[config.mk]
export PLATFORM = sky130hd
export DESIGN_NAME = mem_port_arbiter
export DESIGN_NICKNAME = d
export VERILOG_FILES = /design/src/rtl/mem_port_arbiter.sv
export SDC_FILE = /design/constraint.sdc
export NUM_CORES = 1
export LEC_CHECK = 0
export CORE_ASPECT_RATIO = 0.75
export CORE_MARGIN = 4
export CORE_UTILIZATION = 37
export DETAILED_ROUTE_END_ITERATION = 8
export PLACE_DENSITY_LB_ADDON = 0.15
export SYNTH_ARGS = -nofsm -noshare
export SYNTH_HDL_FRONTEND = slang
export SYNTH_SLANG_ARGS = --single-unit
[constraint.sdc]
create_clock -name clk -period 1.58 [get_ports clk]
set_input_delay 0.316 -clock clk [delete_from_list [all_inputs] [get_ports clk]]
set_output_delay 0.316 -clock clk [all_outputs]
set_load 0.005 [all_outputs]
[src/rtl/mem_port_arbiter.sv]
// rtl/mem_port_arbiter.sv - fetch/data arbiter sharing one single-port SRAM; optional macro ARB_STARVE_GUARD_EN
module mem_port_arbiter #(
   parameter int ADDR_W       = 32,
   parameter int DATA_W       = 32,
   parameter int WAIT_CYCLES  = 1,
   parameter int STARVE_LIMIT = 4
) (
   input  logic              clk,
   input  logic              rst,
   input  logic              i_req,
   input  logic [ADDR_W-1:0] i_addr,
   output logic              i_ack,
   output logic [DATA_W-1:0] i_rdata,
   input  logic              d_req,
   input  logic              d_we,
   input  logic [ADDR_W-1:0] d_addr,
   input  logic [DATA_W-1:0] d_wdata,
   output logic              d_ack,
   output logic [DATA_W-1:0] d_rdata,
   output logic              sram_cs,
   output logic              sram_oe,
   output logic              sram_we,
   output logic [ADDR_W-1:0] sram_addr,
   output logic [DATA_W-1:0] sram_din,
   input  logic [DATA_W-1:0] sram_dout,
   output logic              busy
);
   localparam int CNT_W = (WAIT_CYCLES > 1) ? $clog2(WAIT_CYCLES) : 1;

   typedef enum logic [1:0] {IDLE, ACCESS, RESP} state_t;

   state_t            state;
   state_t            state_nxt;
   logic [CNT_W-1:0]  wait_cnt;
   logic              grant_d;
   logic              lat_we;
   logic [ADDR_W-1:0] lat_addr;
   logic [DATA_W-1:0] lat_wdata;
   logic              grant;
   logic              done;
   logic              pick_d;
   logic              force_fetch;

`ifdef ARB_STARVE_GUARD_EN
   localparam int STREAK_W = $clog2(STARVE_LIMIT + 1);
   logic [STREAK_W-1:0] streak;

   assign force_fetch = (streak == STREAK_W'(STARVE_LIMIT)) && i_req && d_req;

   // Count data grants that beat a waiting fetch; any other grant clears the streak
   always_ff @(posedge clk) begin
      if (rst) begin
         streak <= '0;
      end else if (grant) begin
         if (pick_d && i_req) begin
            streak <= streak + 1'b1;
         end else begin
            streak <= '0;
         end
      end
   end
`else
   assign force_fetch = 1'b0;
`endif

   // Data has priority unless the starvation guard hands this slot to fetch
   assign pick_d = d_req && !force_fetch;

   // State register
   always_ff @(posedge clk) begin
      if (rst) begin
         state <= IDLE;
      end else begin
         state <= state_nxt;
      end
   end

   // Next-state logic and SRAM/handshake outputs
   always_comb begin
      state_nxt = state;
      grant     = 1'b0;
      done      = 1'b0;
      busy      = 1'b0;
      i_ack     = 1'b0;
      d_ack     = 1'b0;
      sram_cs   = 1'b0;
      sram_oe   = 1'b0;
      sram_we   = 1'b0;
      sram_addr = '0;
      sram_din  = '0;
      case (state)
         IDLE: begin
            if (i_req || d_req) begin
               grant     = 1'b1;
               state_nxt = ACCESS;
            end
         end
         ACCESS: begin
            busy      = 1'b1;
            sram_cs   = 1'b1;
            sram_oe   = !lat_we;
            sram_we   = lat_we;
            sram_addr = lat_addr;
            sram_din  = lat_wdata;
            if (wait_cnt == '0) begin
               done      = 1'b1;
               state_nxt = RESP;
            end
         end
         RESP: begin
            busy      = 1'b1;
            i_ack     = !grant_d;
            d_ack     = grant_d;
            state_nxt = IDLE;
         end
         default: state_nxt = IDLE;
      endcase
   end

   // Latch the winner at grant, pace the access, capture read data at the last access cycle
   always_ff @(posedge clk) begin
      if (rst) begin
         grant_d   <= 1'b0;
         lat_we    <= 1'b0;
         lat_addr  <= '0;
         lat_wdata <= '0;
         wait_cnt  <= '0;
         i_rdata   <= '0;
         d_rdata   <= '0;
      end else begin
         if (grant) begin
            grant_d   <= pick_d;
            lat_we    <= pick_d && d_we;
            lat_addr  <= pick_d ? d_addr : i_addr;
            lat_wdata <= pick_d ? d_wdata : '0;
            wait_cnt  <= CNT_W'(WAIT_CYCLES - 1);
         end else if (state == ACCESS && wait_cnt != '0) begin
            wait_cnt <= wait_cnt - 1'b1;
         end
         if (done && !lat_we) begin
            if (grant_d) begin
               d_rdata <= sram_dout;
            end else begin
               i_rdata <= sram_dout;
            end
         end
      end
   end
endmodule

* Yosys cells after proc, flatten, opt, wreduce, memory -nomap -nowiden
Cells that the tools add are included.
** Word-level totals
- Flip-flop bits (word level) :: 133
- Output and inout port bits :: 134
- Bits of input ports :: 133
- Logic and storage cells :: 43
** Operators by class
- Multiplexer cells :: 17
- Bitwise logic cells :: 1
- $add $sub $neg :: 1
- Eq/ne operators :: 4
- Reduce and logical (&&, ||, !) cells :: 12
** Operators with widths (count)
- two-way mux 32 bit :: 4
- two-way mux 1 bit :: 10
- AND reduction 2 bit :: 3
- two-way mux 2 bit :: 2
- inequality test 2 bit (second input constant) :: 2
- case mux 2 bit (2 select lines) :: 1
- OR reduction 2 bit :: 2
- logical AND 1 bit :: 3
- equality test 2 x 1 -> 1 bit (second input constant) :: 1
- equality test 2 bit (second input constant) :: 1
- logical NOT 1 bit :: 2
- logical NOT 2 bit :: 1
- logical OR 1 bit :: 1
- NOT 1 bit :: 1
- subtractor 1 bit (second input constant) :: 1

* Logic depth before layout (Yosys ltp)
- Word-level depth :: 4
- Mapped depth :: 8
- Gate-level depth less buffers :: 5

* Worst setup path after synthesis
OpenSTA, ideal clock, no wires.
- Kind :: register -> register
- Start point :: register state[1]
- End point :: register i_rdata[22]
- Buffers on the path :: 3
- Library setup time :: 0.123 ns
- Cell stages (with the launch flop) :: 9
- Required time :: 1.457 ns
- Arrival :: 1.561 ns
- Period minus slack after synthesis :: 1.685 ns
- Path slack :: -0.105 ns
- Cells stage by stage :: dfxtp_1 -> inv_1 -> ha_1 -> buf_2 -> or4b_1 -> buf_2 -> buf_6 -> nand2_2 -> a21oi_2
** On the way
- Longest elaborated chain between the ends :: 4
** Ends and longest elaborated chain
- from (decl) :: line 32 : state_t state;
- from (signal assigned) :: line 74 : state <= state_nxt;
- equality test 2 x 1 -> 1 bit :: line 91 : case (state)
- two-way mux 1 bit :: line 91
- logical AND 1 bit :: line 140 : if (done && !lat_we) begin
- AND reduction 2 bit (no source line)
- to (signal assigned) :: line 144 : i_rdata <= sram_dout;
- to (decl) :: line 13 : output logic [DATA_W-1:0] i_rdata,
No other way between the ends.
A chain may end at the register's enable or synchronous reset.

* Final worst setup path
- Start point :: register state[1]
- End point :: output port sram_din[3]
** On the way
- Longest elaborated chain between the ends :: 2
** Ends and longest elaborated chain
- equality test 2 x 1 -> 1 bit :: line 91
- two-way mux 32 bit :: line 91
- to (decl) :: line 24 : output logic [DATA_W-1:0] sram_din,
No other way between the ends.

==> impl_summary.txt <==
----------------------------------------------------
[Drt]
  Initial DRC count ... between 200 and 250
  Antenna Nets Post-Route ... 0
  Remaining DRCs ... 0
  Vias per std cell ... ~5
  Count of TritonRoute iterations in the first routing pass ... 4
  Routed length per instance ... 18.7 um
  Drt total wl ... 21.8 mm
  Routed via count ... just under 6,000

[Synth]
  Number of flops mapped to enable cells by yosys ... 0
  Sequential element share of the synthesized area ... a little under half
  Average cell area after synthesis ... slightly above 8 sq um
  Netlist area before placement ... between 5000 and 6000 sq um
  Most used DFF post-synth ... dfxtp_1
  Library cells used by synthesis ... 29
  Async SR Flop Fraction ... 0%
  Register bit count reported by yosys ... 133
  Synth Instances ... approximately 670
  Count of synthesis-stage warnings from yosys ... 0
  Synthesized net count ... between 800 and 900

[Clock tree]
  Buffers from clock root to sink, at most ... 2
  Post-cts hold buffer count ... 0
  Source-to-sink clock delay at the later pin of the worst-skew pair ... 410 ps
  Clock buffer count from CTS ... 17
  Number of levels the H-tree was split into ... 4
  Number of sinks driven by the clock tree ... about 130
  Clock root buffer ... clkbuf_16
  Clock edge transition at the registers on the reported setup and hold paths ... approximately 60 ps
  Clock tree from TritonCTS ... built

[Floorplanning]
  Area of the core ... roughly 15,000 sq um
  Die height ... approximately 110 um
  Num ports ... between 200 and 300
  Number of core rows ... 38
  Initial Util ... approximately two fifths
  Overall die area ... between 15,000 and 20,000 sq um
  Width of the chip ... around 150 um

[GRT]
  Overall routing resource usage ... 22.9%
  Vias in the first global route ... about 6,000
  Aggregate global routing overflow ... 0
  Number of antenna violations at the first check in global routing ... 0
  First-pass GRT wire length ... 30.8 mm
  Pin count of the biggest net entering global routing ... 59

[STA]
  Largest clock skew in the final design ... approximately 11 ps
  Period utilization ... 121%
  Fin. max-slew vios ... 0
  Endpoints failing hold ... 0
  Worst Setup Slack, final ... -336 ps
  Fin Hold WS ... roughly 300 ps
  Shortest clock period the worst path allows after layout ... 1920 ps
  Final Setup Violations ... around 130
  Peak clock frequency supported by timing ... about 520 MHz
  RSZ-0062 raised after global routing ... yes
  Max transition margin ... between 70 and 80%
  Transition at the pin with the smallest max-transition slack ... between 300 and 400 ps

[Flow run]
  Number of maximum-capacitance violations ... 0

[Min path]
  Hold crit path type ... in2reg

[Critical path]
  Arr. time, crit path ... around 1600 ps
  Slowest cell on the critical path ... dfxtp_2
  Worst stage delay on the critical path ... between 300 and 400 ps
  Worst Setup Path Type ... reg2out
  Kind of cell with the highest combined delay on the critical path ... buffers and inverters
  Data required time at the worst endpoint ... 1260 ps
  Critical path capture point type ... primary output
  CP max FO ... 6
  Sequence of cells on the critical path ... inv_2 -> ha_4 -> buf_6 -> buf_6 -> buf_12 -> and2_4 -> buf_6
  Crit start category ... flip-flop
  Combined buffer and inverter count along the critical path ... 5
  Most frequent cell on the critical path ... buf_6

[Finish]
  Fraction of final layout cells sized beyond drive strength 1 ... about 40%
  Final antenna diode count ... 0
  Most common cell after layout, fill and taps aside ... clkdlybuf4s50_1
  Layout area overhead ... 90.4%
  Cell area after layout ... between 10,000 and 15,000 sq um
  Number of filler cells placed in the layout ... ~1,000
  Leading cell types in the layout, fill and taps excluded ... 130 x clkdlybuf4s50_1, 118 x dfxtp_1, 76 x nand2_4, 72 x nand2_1, 63 x buf_6
  Post-layout net count ... between 1,000 and 1,500

[Pwr]
  Max rail drop VDD ... about 770 uV
  Final Total Pwr ... approximately 11 mW
  Pleak ... 4.86 nW
  Total power per unit cell area ... approximately 1000 nW/um^2

[Placement]
  Standard cell area after detailed placement ... 8550 sq um
  Half-perimeter wire length of the detailed placement result ... between 10 and 15 mm
  Placer Congestion ... slightly above 0.8
  PortBufs ... approximately 270

[Status]
  Run status ... finished, violations left
  Violated checks ... setup timing

----------------------------------------------------
[cells by family after synthesis]
group                      after synthesis  synth area share (%)
and+or+nand+nor                        305                  25.7
muxes                                   33                  5.92
buffers and inverters                   62                  5.36
DFF                                    133                  47.7
AOI/OAI and AO/OA                      135                  14.4
adders and majority gates                4                 0.897
[cells in the mapped netlist, types with 2 or more instances]
cell      number  share of area (%)
buf_4          4               0.54
nand3_1       33                3.0
a211oi_1      32                4.3
a21oi_2       10                1.6
clkbuf_1      29                2.0
and2_1        66                7.4
buf_6          3               0.61
buf_2         23                2.1
ha_1           4               0.90
nor2_1        33                2.2
nand2b_1       2               0.22
dfxtp_1      133                 48
nand2_1      154                 10
inv_1          2               0.13
a21oi_1       89                8.0
nand2_2       10                1.1
mux2i_1       33                5.9
[worst register-to-register path, cell delays in order (launching register included)]
cell       delay (ps)
dfxtp_2           320
inv_2              70
ha_4              180
buf_6             110
buf_6              90
buf_6              90
buf_6             100
buf_6             100
and4bb_4          340
clkbuf_16         240
nand2_4            60
a21oi_2           150
[flip-flops by register name, summed over array words and instances (netlist names)]
register,cells
lat_we,1
i_rdata,32
grant_d,1
d_rdata,32
lat_wdata,32
state,2
lat_addr,32
wait_cnt,1
[routing by layer]
layer | wire (um) | GRT usage [%] | vias to the layer above
met2 | 10800 | 38.4 | 264
met4 | 590 | 9.14 | 0
met3 | 1890 | 6.17 | 40
met5 | 0 | 0 | -
met1 | 8540 | 28.0 | 2764
li1 | - | - | 2818
[through the flow]
| step | util (%) | TNS (ps) | cells | setup slack [ps] |
|---|---|---|---|---|
| floorplan | - | 0 | 672 | 0.973 |
| global placement | 58.5 | -10540 | 1102 | -186 |
| detailed placement | 58.5 | -11680 | 1102 | -180 |
| CTS | 68.0 | -33250 | 1168 | -381 |
| global route | 72.7 | -43440 | 1169 | -393 |
| finish | 72.7 | -34430 | 1169 | -336 |
[final cells by class]
type	instances	area (sq um)	area share, %
well taps	200	250	2.36
clock buffers	19	453	4.27
clock inverters	13	173	1.63
multi-input cells	477	3610	34.0
inverters	2	12.5	0.118
repair buffers	325	3440	32.4
flip-flops and latches	133	2680	25.3
[path summary, 6_finish.rpt]
check / startpoint / end / slack (ps) / cells after the start
max reg2reg: state[1] / d_rdata[3] / -320 / 11
max: state[1] / sram_din[3] / -340 / 7
min: rst / i_rdata[3] / 290 / 2
min reg2reg: lat_wdata[8] / lat_wdata[8] / 450 / 2
[power breakdown]
group	internal, mW	leakage, nW	total (mW)	switching [mW]
Combinational	1.37	3.48	2.57	1.20
Clock	2.59	0.292	4.15	1.57
Sequential	3.62	1.10	3.80	0.171
Total	7.58	4.86	10.5	2.94
[repair_timing]
action                                 CTS  global route
pin swaps                               59           106
endpoints found under the hold margin    0             0
gates resized for setup                525           203
setup endpoints to repair              164           145
setup buffers                           23            10
cloned                                  13             6
No activity file was read; power rests on OpenSTA's default activity.
==> edit 1: new RTL, same flow settings <==
Encoding of `state_t`: now one-hot (3 bits for 3 states).
--- a/src/rtl/mem_port_arbiter.sv
+++ b/src/rtl/mem_port_arbiter.sv
@@ -27,7 +27,7 @@
 );
    localparam int CNT_W = (WAIT_CYCLES > 1) ? $clog2(WAIT_CYCLES) : 1;
 
-   typedef enum logic [1:0] {IDLE, ACCESS, RESP} state_t;
+   typedef enum logic [2:0] {IDLE = 3'b001, ACCESS = 3'b010, RESP = 3'b100} state_t;
 
    state_t            state;
    state_t            state_nxt;
Check against the original RTL: same outputs for any inputs over 10 cycles, from zero or initial values and one cycle with rst high; not proved beyond that.
==> edit 1 against the unedited design <==
The flow still finishes with violations (setup timing); synthesized area increased by 4.3%; wire length decreased by 6.1%; non-clock buffer count increased by 13; sequential cell count increased by 1; clock power decreased by 6.0%; hold slack improved by 0.12 ns; critical endpoint is now sram_oe; critical path type unchanged; largest power group unchanged; setup slack got worse by 0.15 ns; total power decreased by 12%; design area decreased by 2.6%.
==> edit 1: results <==
set metrics [dict create \
    count_of_antenna_diodes_in_the_layout 1 \
    ff_latch_area_mm2 0.002695 \
    post-cts-setup-buffers 24 \
    nMultiInputCombCells 380 \
    synthesis.nets 703 \
    failed_checks "setup timing" \
    p_seq_frac 0.403 \
    proportion_of_cell_area_occupied_by_multi_input_gates 0.3038 \
    grt_start_max_net_pins 49 \
    hold-path-cell-count 3 \
    postLayoutSetupSlackWorst_ns -0.4828 \
    setup-violations-final 133 \
    floorplan.die.width_um 152.8 \
    r2r_start "state[0]" \
    peakVddDrop_v 0.0006804 \
    combPwrFrac 0.177 \
    leakagePower_nw 4.734 \
    post-place-ws_ns -0.3154 \
    crit_path_start "state[2]" \
    ff2ff_path_depth 6 \
    cts_num_sinks 134 \
    grt_pass1_wl_um 31670 \
    ys_seq_area_frac 0.4612 \
    worst_pin_slew_ns 0.3514 \
    hold_critical_path_endpoint "lat_addr[18]" \
    postSynthCellCount 570 \
    footprint_of_the_multi_input_gates_mm2 0.003142 \
    cts_repair_resize_count 456 \
    wirelength_um 20490 \
    synth_compound_area_frac 0.1295 \
    worst_setup_skew_after_layout_ns 0.01288 \
    track_usage 0.2249 \
    run_status "finished with violations" \
    setup_tns_ns -47.15 \
]
==> edit 1: changes by cell type after synthesis, moves of 10 or more <==
| cell | before | now |
|---|---|---|
| sky130_fd_sc_hd__nand2_1 | 154 | 1 |
| sky130_fd_sc_hd__nand2b_1 | 2 | 97 |
| sky130_fd_sc_hd__a21oi_1 | 89 | 2 |
| sky130_fd_sc_hd__mux2i_1 | 33 | 96 |
| sky130_fd_sc_hd__a22o_1 | 0 | 33 |
| sky130_fd_sc_hd__a31oi_1 | 0 | 33 |
| sky130_fd_sc_hd__nand3_1 | 33 | 1 |
| sky130_fd_sc_hd__nor2_1 | 33 | 1 |
| sky130_fd_sc_hd__buf_2 | 23 | 5 |
| sky130_fd_sc_hd__clkbuf_1 | 29 | 43 |
| sky130_fd_sc_hd__a21oi_2 | 10 | 0 |
| sky130_fd_sc_hd__nand2_2 | 10 | 0 |
==> edit 1: routing by layer <==
metal  global-route usage  share of wire
met5                    0              0
met1               0.2770           0.43
met4              0.06291          0.015
met2               0.3791           0.48
met3              0.07889          0.079
==> edit 2: new RTL, same settings <==
Without the edit above. Set the parameter `DATA_W` to 16 (it was 32).
--- a/src/rtl/mem_port_arbiter.sv
+++ b/src/rtl/mem_port_arbiter.sv
@@ -1,7 +1,7 @@
 // rtl/mem_port_arbiter.sv - fetch/data arbiter sharing one single-port SRAM; optional macro ARB_STARVE_GUARD_EN
 module mem_port_arbiter #(
    parameter int ADDR_W       = 32,
-   parameter int DATA_W       = 32,
+   parameter int DATA_W       = 16,
    parameter int WAIT_CYCLES  = 1,
    parameter int STARVE_LIMIT = 4
 ) (
Interface: changed (5 resized); port bits go from 267 to 187. The function was not compared with the original's and may differ.
==> edit 2 against the unedited design <==
The run still ends with setup timing left; combinational power down 25%; synthesized area shrank 33%; cell count shrank 32%; total power down 39%; utilization up 2.8 points; sequential share of layout area is 1.9 points lower; wire length shrank 39%; die area is 31% lower; hold slack better by 0.049 ns; design area fell by 31%; sequential cell count down 48; global-route usage fell by 1.7 points; setup slack better by 0.0081 ns; sequential power shrank 35%.
==> edit 2: results <==
set metrics [dict create \
    run_status "finished with violations" \
    failed_checks "setup timing" \
    final_layout_size_suffix_gt1_frac 0.4227 \
    finalWeightedCongestion 0.7454 \
    hold_path.startpoint "d_req" \
    adder_cell_area_share_of_the_yosys_netlist 0.01344 \
    synth_compound_area_frac 0.1415 \
    grt_pass1_wl_um 19430 \
    area_share_clock_buf_inv 0.04048 \
    hold-path-cell-count 3 \
    htreeDepth 3 \
    worstSkewPairLatency_ns 0.33 \
    route.met3.wl_um 871 \
    ys_seq_area_frac 0.4570 \
    sh_seq_area 0.2335 \
    synthesis.nets 548 \
    grt_use_met3 0.05928 \
    internal_power_component_mw 4.685 \
    detailroute.wirelength.met2_um 7010 \
    worst_setup_skew_after_layout_ns 0.006940 \
    leakagePower_nw 3.102 \
    drtIter0Drc 146 \
    nFillCells 668 \
    yosys-top-cells-count "85 x sky130_fd_sc_hd__dfxtp_1, 84 x sky130_fd_sc_hd__nand2_1, 51 x sky130_fd_sc_hd__a21oi_1" \
    setup-violations-final 85 \
    postLayoutSetupSlackWorst_ns -0.3275 \
    grt_start_max_net_pins 46 \
    nMultiInputCombCells 317 \
    reg2reg_slack_ns -0.28 \
    cts_num_sinks 85 \
    num-clock-buffers 13 \
    post_synth_mux_area_share 0.08871 \
    vias_in_the_first_global_route 3960 \
    place_hpwl_um 8143 \
    peakVddDrop_v 0.0005843 \
    final_net_count 760 \
    ff2ff_path_depth 12 \
    vias_per_cell 4.971 \
    worst_ep_arrival_time_ns 1.59 \
    hold_critical_path_endpoint "grant_d" \
    layout.buffer.nonclock.area_share 0.3604 \
    setup_tns_ns -14.71 \
    post-place-ws_ns -0.1868 \
    worst_pin_slew_ns 0.5073 \
    io_buffers 186 \
    worstPathMaxFanout 4 \
    synth.lib_cells_used.distinct 27 \
    track_usage 0.2114 \
    grtUsageMet1 0.2479 \
    footprint_of_the_multi_input_gates_mm2 0.002511 \
]
-- edit 2: per-stage QoR --
stage | instance area [µm²] | hold WS (ns) | cells | power, mW
final | 7356 | 0.3423 | 792 | 6.452
after global routing | 7356 | 0.3821 | 792 | 6.726
after detailed placement | 5878 | 0.4408 | 747 | 3.827
after CTS | 6868 | 0.3363 | 792 | 6.302
after global placement | 5878 | 0.4333 | 747 | 3.795
after floorplan | 3724 | 0.4273 | 443 | 3.063
-- edit 2: power by group through the flow --
stage,combinational [mW],clock (mW),sequential [mW]
after CTS,1.76,2.10,2.45
after floorplan,0.607,0,2.46
after global placement,1.32,0,2.48
after detailed placement,1.35,0,2.48
after global routing,2.07,2.17,2.49
final,1.93,2.05,2.47
-- edit 2: what timing repair did --
| item | 4_1_cts | 5_1_grt |
|---|---|---|
| buffers inserted | 23 | 10 |
| gates cloned | 8 | 1 |
| endpoints found under the hold margin | 0 | 0 |
| pin swaps | 86 | 71 |
| endpoints found under the setup margin | 85 | 106 |
| gates resized for setup | 349 | 145 |
